**src/rtl/word_uart_tx_pkg.sv**
```systemverilog
// Shared UART definitions: line states, idle level and frame length.
// The receiver will import the same package.
package word_uart_tx_pkg;

  typedef enum logic [1:0] {
    IDLE  = 2'd0,
    START = 2'd1,
    DATA  = 2'd2,
    STOP  = 2'd3
  } uart_state_t;

  localparam logic UART_IDLE_LEVEL = 1'b1;
  localparam int   FRAME_BITS      = 10;

endpackage

```
**src/rtl/register.sv**
```systemverilog
// 16-bit load-enabled word register; the data path carries no reset.
module Register (
  input  logic        clk,
  input  logic [15:0] in,
  input  logic        load,
  output logic [15:0] out
);

  always_ff @(posedge clk) begin
    if (load) out <= in;
  end

endmodule

```
**src/rtl/uart_baud_cnt.sv**
```systemverilog
// Bit-period counter: counts 0..CLKS_PER_BIT-1 and pulses bit_end on the last count.
module uart_baud_cnt #(
  parameter int CLKS_PER_BIT = 434
) (
  input  logic clk,
  input  logic reset,
  input  logic clear,
  output logic bit_end
);

  localparam int               CNT_W = $clog2(CLKS_PER_BIT);
  localparam logic [CNT_W-1:0] LAST  = CNT_W'(CLKS_PER_BIT - 1);

  logic [CNT_W-1:0] cnt;

  assign bit_end = ~clear & (cnt == LAST);

  always_ff @(posedge clk or posedge reset) begin
    if (reset)                cnt <= '0;
    else if (clear | bit_end) cnt <= '0;
    else                      cnt <= cnt + CNT_W'(1);
  end

endmodule

```
**src/rtl/word_uart_tx.sv**
```systemverilog
// Sends a latched 16-bit word as two 8N1 frames, low byte first.
// state | meaning
// IDLE  | line high, ready for a word
// START | start bit (low) of the current byte
// DATA  | data bit {byte, bit} of the held word, LSB first
// STOP  | stop bit (high); then byte 1 or back to IDLE
import word_uart_tx_pkg::*;

module word_uart_tx #(
  parameter int CLKS_PER_BIT = 434
) (
  input  logic        clk,
  input  logic        reset,
  input  logic [15:0] in,
  input  logic        load,
  output logic        ready,
  output logic        busy,
  output logic        tx
);

  uart_state_t state, state_nxt;
  logic [2:0]  bit_cnt, bit_cnt_nxt;
  logic        byte_cnt, byte_cnt_nxt;
  logic [15:0] hold;
  logic        accept;
  logic        bit_end;

  assign ready  = (state == IDLE);
  assign busy   = ~ready;
  assign accept = load & ready;

  Register u_hold (
    .clk  (clk),
    .in   (in),
    .load (accept),
    .out  (hold)
  );

  // Baud counter sits at zero while idle so a new start bit gets a full period.
  uart_baud_cnt #(
    .CLKS_PER_BIT (CLKS_PER_BIT)
  ) u_baud (
    .clk     (clk),
    .reset   (reset),
    .clear   (ready),
    .bit_end (bit_end)
  );

  always_ff @(posedge clk or posedge reset) begin
    if (reset) begin
      state    <= IDLE;
      bit_cnt  <= 3'd0;
      byte_cnt <= 1'b0;
    end else begin
      state    <= state_nxt;
      bit_cnt  <= bit_cnt_nxt;
      byte_cnt <= byte_cnt_nxt;
    end
  end

  always_comb begin
    state_nxt    = state;
    bit_cnt_nxt  = bit_cnt;
    byte_cnt_nxt = byte_cnt;
    tx           = UART_IDLE_LEVEL;
    case (state)
      IDLE: begin
        bit_cnt_nxt  = 3'd0;
        byte_cnt_nxt = 1'b0;
        if (accept) state_nxt = START;
      end
      START: begin
        tx = ~UART_IDLE_LEVEL;
        if (bit_end) state_nxt = DATA;
      end
      DATA: begin
        tx = hold[{byte_cnt, bit_cnt}];
        if (bit_end) begin
          bit_cnt_nxt = bit_cnt + 3'd1;
          if (bit_cnt == 3'd7) state_nxt = STOP;
        end
      end
      STOP: begin
        if (bit_end) begin
          if (!byte_cnt) begin
            byte_cnt_nxt = 1'b1;
            state_nxt    = START;
          end else begin
            state_nxt = IDLE;
          end
        end
      end
      default: state_nxt = IDLE;
    endcase
  end

endmodule

```
**config.mk**
```make
export PLATFORM = sky130hd
export DESIGN_NAME = word_uart_tx
export DESIGN_NICKNAME = d
export VERILOG_FILES = /design/src/rtl/word_uart_tx_pkg.sv /design/src/rtl/register.sv /design/src/rtl/uart_baud_cnt.sv /design/src/rtl/word_uart_tx.sv
export SDC_FILE = /design/constraint.sdc
export NUM_CORES = 1
export LEC_CHECK = 0
export ABC_AREA = 0
export BUFFER_PORTS_ARGS = -buffer_cell sky130_fd_sc_hd__buf_4
export CORE_ASPECT_RATIO = 0.75
export CORE_MARGIN = 5
export CORE_UTILIZATION = 52
export CTS_CLUSTER_DIAMETER = 120
export CTS_CLUSTER_SIZE = 12
export DETAILED_ROUTE_END_ITERATION = 8
export PLACE_DENSITY = 0.85
export RECOVER_POWER = 50
export REMOVE_ABC_BUFFERS = 1
export SYNTH_ARGS = -nofsm -noshare
export SYNTH_HDL_FRONTEND = slang
export SYNTH_SLANG_ARGS = --single-unit
export TNS_END_PERCENT = 30
```
**constraint.sdc**
```tcl
create_clock -name clk -period 5.1 [get_ports clk]
set_input_delay 0.255 -clock clk [delete_from_list [all_inputs] [get_ports clk]]
set_output_delay 0.255 -clock clk [all_outputs]
set_load 0.03 [all_outputs]
```
; ---- Word-level counts from Yosys, hierarchy flattened
; Cells that the tools add are included.
[classes]
add_sub_neg = 2
multipliers = 0
div_mod_pow = 0
order_cmp = 1
eq_ne = 10
n_shift = 0
n_mux = 15
bitwise_logic = 4
n_reduce_logical = 6
[op_table]
columns = cell, count
row1 = 2-bit 2-to-1 mux, 5
row2 = "9-bit by 1-bit adder with 9-bit output, second input constant", 1
row3 = "9-bit == test, second input constant", 1
row4 = 9-bit 2-to-1 mux, 1
row5 = "2-bit by 1-bit inequality test with 1-bit output, second input constant", 4
row6 = 2-bit one-hot mux with 4 select lines, 1
row7 = 3-bit one-hot mux with 2 select lines, 1
row8 = "4-bit by 5-bit < comparator with 1-bit output, second input constant", 1
row9 = 5-bit AND reduction, 1
row10 = 1-bit binary-select mux with 4-bit select, 1
row11 = "2-bit == test, second input constant", 2
row12 = 1-bit one-hot mux with 2 select lines, 2
row13 = 2-bit AND reduction, 2
row14 = 2-bit nonzero test, 2
row15 = "3-bit by 1-bit adder with 3-bit output, second input constant", 1
row16 = "3-bit == test, second input constant", 1
row17 = 1-bit 2-to-1 mux, 3
row18 = 3-bit 2-to-1 mux, 1
row19 = 1-bit AND, 2
row20 = "2-bit by 1-bit == test with 1-bit output, second input constant", 1
row21 = 2-bit logical NOT, 1
row22 = "2-bit inequality test, second input constant", 1
row23 = 1-bit inverter, 1
row24 = 1-bit bitwise OR, 1
[word_totals]
ff_bits = 31
latchBits = 0
mem_bits_rw = 0
rom_bits = 0
in_bits = 19
output_inout_bits = 3
wordCells = 43
n_memories = 0

; ---- Logic depth before layout (Yosys ltp)
[depth]
depth_word = 5
mapped_depth = 7
ltp_nobuf = 6

; ---- Cells and area by module
; Synthesis repeated with hierarchy kept, for this count alone.
[hier_totals]
cells_unflattened = 118
hier_area_um2 = 1510.2
[by_module_without_submodules]
columns = mod, n_inst, cells_per_inst, area_per_inst_um2, seq_area_each_um2
row1 = word_uart_tx, 1, 53, 539.3, 150.1
row2 = uart_baud_cnt, 1, 49, 490.5, 225.2
row3 = Register, 1, 16, 480.5, 480.5

; ---- Worst setup path before layout
; No wires, ideal clock.
[synth_timing]
kind = register -> register
from = reg state[0]
to = reg state[1]
setup_ps = 127
t_arrival_ps = 1922
required_ps = 4973
path_slack_ps = 3051
stages_incl_launch_ff = 8
path_buffers = 1
period_less_slack_ps = 2049
path_cell_list = dfrtp_1 inv_1 ha_1 clkbuf_1 inv_1 a21oi_1 or2_1 mux2_1
[synth_via]
elab_chain_cells = 5
elab_cells_between_ends = 14
cone_classes = eq/ne (8) / mux (1) / bitwise (3) / reduce/logical (2)
[synth_rtl]
columns = element, line_no
row1 = "start, declared", word_uart_tx.sv:21  ; uart_state_t state, state_nxt;
row2 = "start signal, assigned", word_uart_tx.sv:55  ; state <= state_nxt;
row3 = 2-bit logical NOT (*), word_uart_tx.sv:28  ; assign ready = (state == IDLE);
row4 = net ready, word_uart_tx.sv:16  ; output logic ready,
row5 = 1-bit inverter (*), -
row6 = net busy, word_uart_tx.sv:17  ; output logic busy,
row7 = 1-bit AND (*), uart_baud_cnt.sv:16  ; assign bit_end = ~clear & (cnt == LAST);
row8 = 2-bit by 1-bit inequality test with 1-bit output (no source line), -
row9 = 5-bit AND reduction (no source line) (*), -
; Mark *: on every way through the listed nets, which the timed path passes. The rest lies on a longest branch.
; A chain may end at the register's enable or synchronous reset.

; ---- Worst setup path in the final report
[layout_timing]
from = reg bit_cnt[0]
to = out tx
[layout_via]
elab_chain_cells = 3
[layout_rtl]
columns = element, line_no
row1 = "start, declared", word_uart_tx.sv:22  ; logic [2:0] bit_cnt, bit_cnt_nxt;
row2 = "start signal, assigned", word_uart_tx.sv:56  ; bit_cnt <= bit_cnt_nxt;
row3 = 1-bit binary-select mux with 4-bit select, word_uart_tx.sv:77  ; tx = hold[{byte_cnt, bit_cnt}];
row4 = 1-bit 2-to-1 mux (implied by the code), word_uart_tx.sv:77
row5 = 1-bit one-hot mux with 2 select lines, word_uart_tx.sv:66  ; case (state)
row6 = "end, declared", word_uart_tx.sv:18  ; output logic tx
; Every way passes these cells. The select of a mux whose other input is x is not followed.

==> summary.txt <==
STA
  – Final Max Tran Viols: 0
  – RSZ-0062 raised after global routing: false
  – TNS Setup: 0 ns
  – Final period util: 46.21%
  – Setup Viol. Count Final: 0
  – Fmax: 424.4 MHz
  – Slew @ Worst Pin: 0.6926 ns
  – Final setup skew: 0.002949 ns
  – Relative slew slack: 53.83%
  – Min cycle time layout: 2.357 ns
  – Fin. Hold Viols: 0

Power and ir drop
  – Seq pwr share: 41.6%
  – Clk pwr share: 27.4%
  – Leakage Power: 0.7560 nW
  – Int Power: 0.5646 mW
  – Net Switching: 0.2836 mW
  – P per Cell Area: 474.0 nW/um2
  – Share of power burned in combinational logic: 31.1%
  – IR drop worst, VDD: 0.0002326 V
  – Tot Pwr: 0.8481 mW
  – Switch share: 33.44%

Job
  – Max_cap viols: 0

CTS
  – TritonCTS buffer count: 5
  – TritonCTS clock tree: yes
  – CTS root buf: clkbuf_8
  – Worst-path clk slew: 0.06 ns
  – Post-CTS setup buffer count: 0
  – H-tree lvl count: 2
  – Resize count post-CTS: 0
  – Hold Buf Count CTS: 0
  – Worst-Skew Late Latency: 0.28 ns
  – Clk sink count: 31
  – Max Buffers Root-to-Sink: 2

Setup path
  – Worst-path maximum fanout: 8
  – Worst Path Arrival: 2.10 ns
  – Critical Path Sink Type: output port
  – CP required: 4.85 ns
  – Startpoint Class: flip-flop
  – Crit Path Category: reg2out

Layout
  – Final core occ: 66.70%
  – Nets@finish: 171
  – Filler cell count: 208
  – Layout area overhead: 19.77%
  – N_diodes: 0
  – Layout cells sized above 1: 22.92%

Detailed routing
  – WL/cell: 15.82 um
  – Routed via count: 975
  – Routed length on met2: 1346 um
  – Remaining routing DRC violations: 0
  – Initial drt markers: 60
  – Remaining antenna violation count: 0
  – Met1 Wirelength: 1279 um
  – Top sig layer: met4
  – Met3 wire length: 161 um
  – Drt first pass iters: 4
  – Via/cell ratio: 5.417
  – Post-Route WL: 2847 um

Placed design
  – GPL Wtd Cong: 0.8043
  – Port bufs: 21
  – DPL Wire Length: 2156 um

Logic synthesis
  – EDFF count, synth: 16
  – Gate Count Post-Synth: 117
  – Post-synth top cells: edfxtp_1 (16), dfrtp_1 (15), nor2_1 (12)
  – Number of library cell types mapped by synthesis: 34
  – Synthesized area: 1494 um2
  – Warnings from Yosys: 0
  – Count leader, synth: edfxtp_1
  – Synth async-reset ratio: 48.39%
  – Post-synth top area share: 32.16%
  – #FFs+latches synth: 31
  – Main flop type after synthesis: edfxtp_1
  – Register area share after synthesis: 57.29%
  – Syn avg cell area: 12.77 um2
  – Area leader, netlist: edfxtp_1
  – Main area contributors after synthesis: edfxtp_1 (32%), dfrtp_1 (25%), ha_1 (7.5%), mux4_1 (5.3%), nor2_1 (3.0%)

Global route
  – Total GRT Usage: 15.90%
  – Initial antenna violation count: 0
  – First-pass GRT wire length: 4774 um
  – Remaining global-route overflow: 0
  – Via count of the first global-routing pass: 1018
  – Largest net degree at the start of global routing: 17

Floorplanning
  – Die width: 71.89 um
  – Core area: 2683 um2
  – # IOs: 22
  – Initial Util: 55.69%
  – Die area: 4056 um2
  – # rows: 16
  – Die Y: 56.42 um

Run status
  – Outcome: finished clean

Hold path
  – HP Class: in2async
-- registers in the layout (all words and copies together), names as in the netlist --
| name | flops |
|---|---|
| bit_cnt | 3 |
| byte_cnt | 1 |
| state | 2 |
| u_hold.out | 16 |
| u_baud.cnt | 9 |
-- power groups by stage --
| stage | Clock (mW) | Sequential, mW | Combinational [mW] |
|---|---|---|---|
| floorplan | 0 | 0.345 | 0.190 |
| global placement | 0 | 0.353 | 0.247 |
| detailed placement | 0 | 0.357 | 0.265 |
| CTS | 0.234 | 0.352 | 0.268 |
| global route | 0.248 | 0.359 | 0.293 |
| finish | 0.232 | 0.353 | 0.264 |
-- through the flow --
step	setup slack (ns)	hold WS (ns)	cell area [um2]	cells
after floorplan	3.103	0.1565	1479	115
after global placement	3.152	0.3459	1682	172
after global routing	2.668	0.08418	1789	180
after detailed placement	3.066	0.3564	1682	172
final	2.743	0.03529	1789	180
after CTS	2.744	0.05262	1789	180
-- final timing paths --
path	depth (start not counted)	start	endpoint	slack (ns)
hold / removal	2	reset	u_baud.cnt[1]$_DFF_PP0_	0.04
hold reg to reg	1	u_baud.cnt[0]$_DFF_PP0_	u_baud.cnt[0]$_DFF_PP0_	0.52
setup reg to reg	6	state[0]$_DFFE_PP0P_	state[1]$_DFFE_PP0P_	3.15
setup / recovery	5	bit_cnt[0]$_DFFE_PP0P_	tx	2.74
max in group asynchronous	2	reset	byte_cnt$_DFFE_PP0P_	4.68
min in group clk	1	in[14]	u_hold.out[14]$_DFFE_PP_	0.16
-- final cells by class --
class	instances	area, um2	share of cell area (%)
sequential	31	855.8	47.83
multi-input combinational	77	596.8	33.36
timing repair buffer	21	157.7	8.811
clock buffer	5	68.82	3.846
tap	36	45.04	2.517
clock inverter	3	38.79	2.168
inverter	7	26.28	1.469
-- layer usage --
layer | vias up | global-route usage [%]
li1 | 473 | -
met1 | 469 | 19.86
met2 | 27 | 25.00
met3 | 6 | 4.100
met4 | 0 | 8.847
met5 | - | 0
-- worst max-delay path, cell delays in order, from the launching register on --
cell and delay, ns:
dfrtp_1 0.53, mux4_1 0.61, mux2_2 0.29, o21ai_2 0.12, o22ai_1 0.09, buf_4 0.19
-- cells by family after synthesis --
| group | after synthesis | synth area share (%) |
|---|---|---|
| flip-flops | 31 | 57.29 |
| buffers and inverters | 9 | 2.764 |
| XOR/XNOR | 7 | 4.104 |
| adder cells (fa/ha/maj) | 9 | 7.538 |
| AND/OR/NAND/NOR | 38 | 12.56 |
| AO/OA/AOI/OAI | 17 | 7.455 |
| multiplexers | 6 | 8.292 |
-- placed cells by master, fill, tap and decap left out, types with 2 or more instances in the layout --
cell type | Yosys | final
a21oi_1 | 4 | 4
a22o_1 | 2 | 2
buf_4 | 0 | 4
clkbuf_4 | 0 | 17
clkbuf_8 | 0 | 5
dfrtp_1 | 15 | 15
edfxtp_1 | 16 | 16
ha_1 | 9 | 9
inv_1 | 7 | 7
mux4_1 | 3 | 3
nand2_1 | 8 | 8
nand3_1 | 5 | 5
nor2_1 | 12 | 12
nor3_1 | 3 | 3
o21ai_0 | 4 | 4
o22ai_1 | 2 | 2
xnor2_1 | 5 | 5
xor2_1 | 2 | 2
No activity file was read; power rests on OpenSTA's default activity.
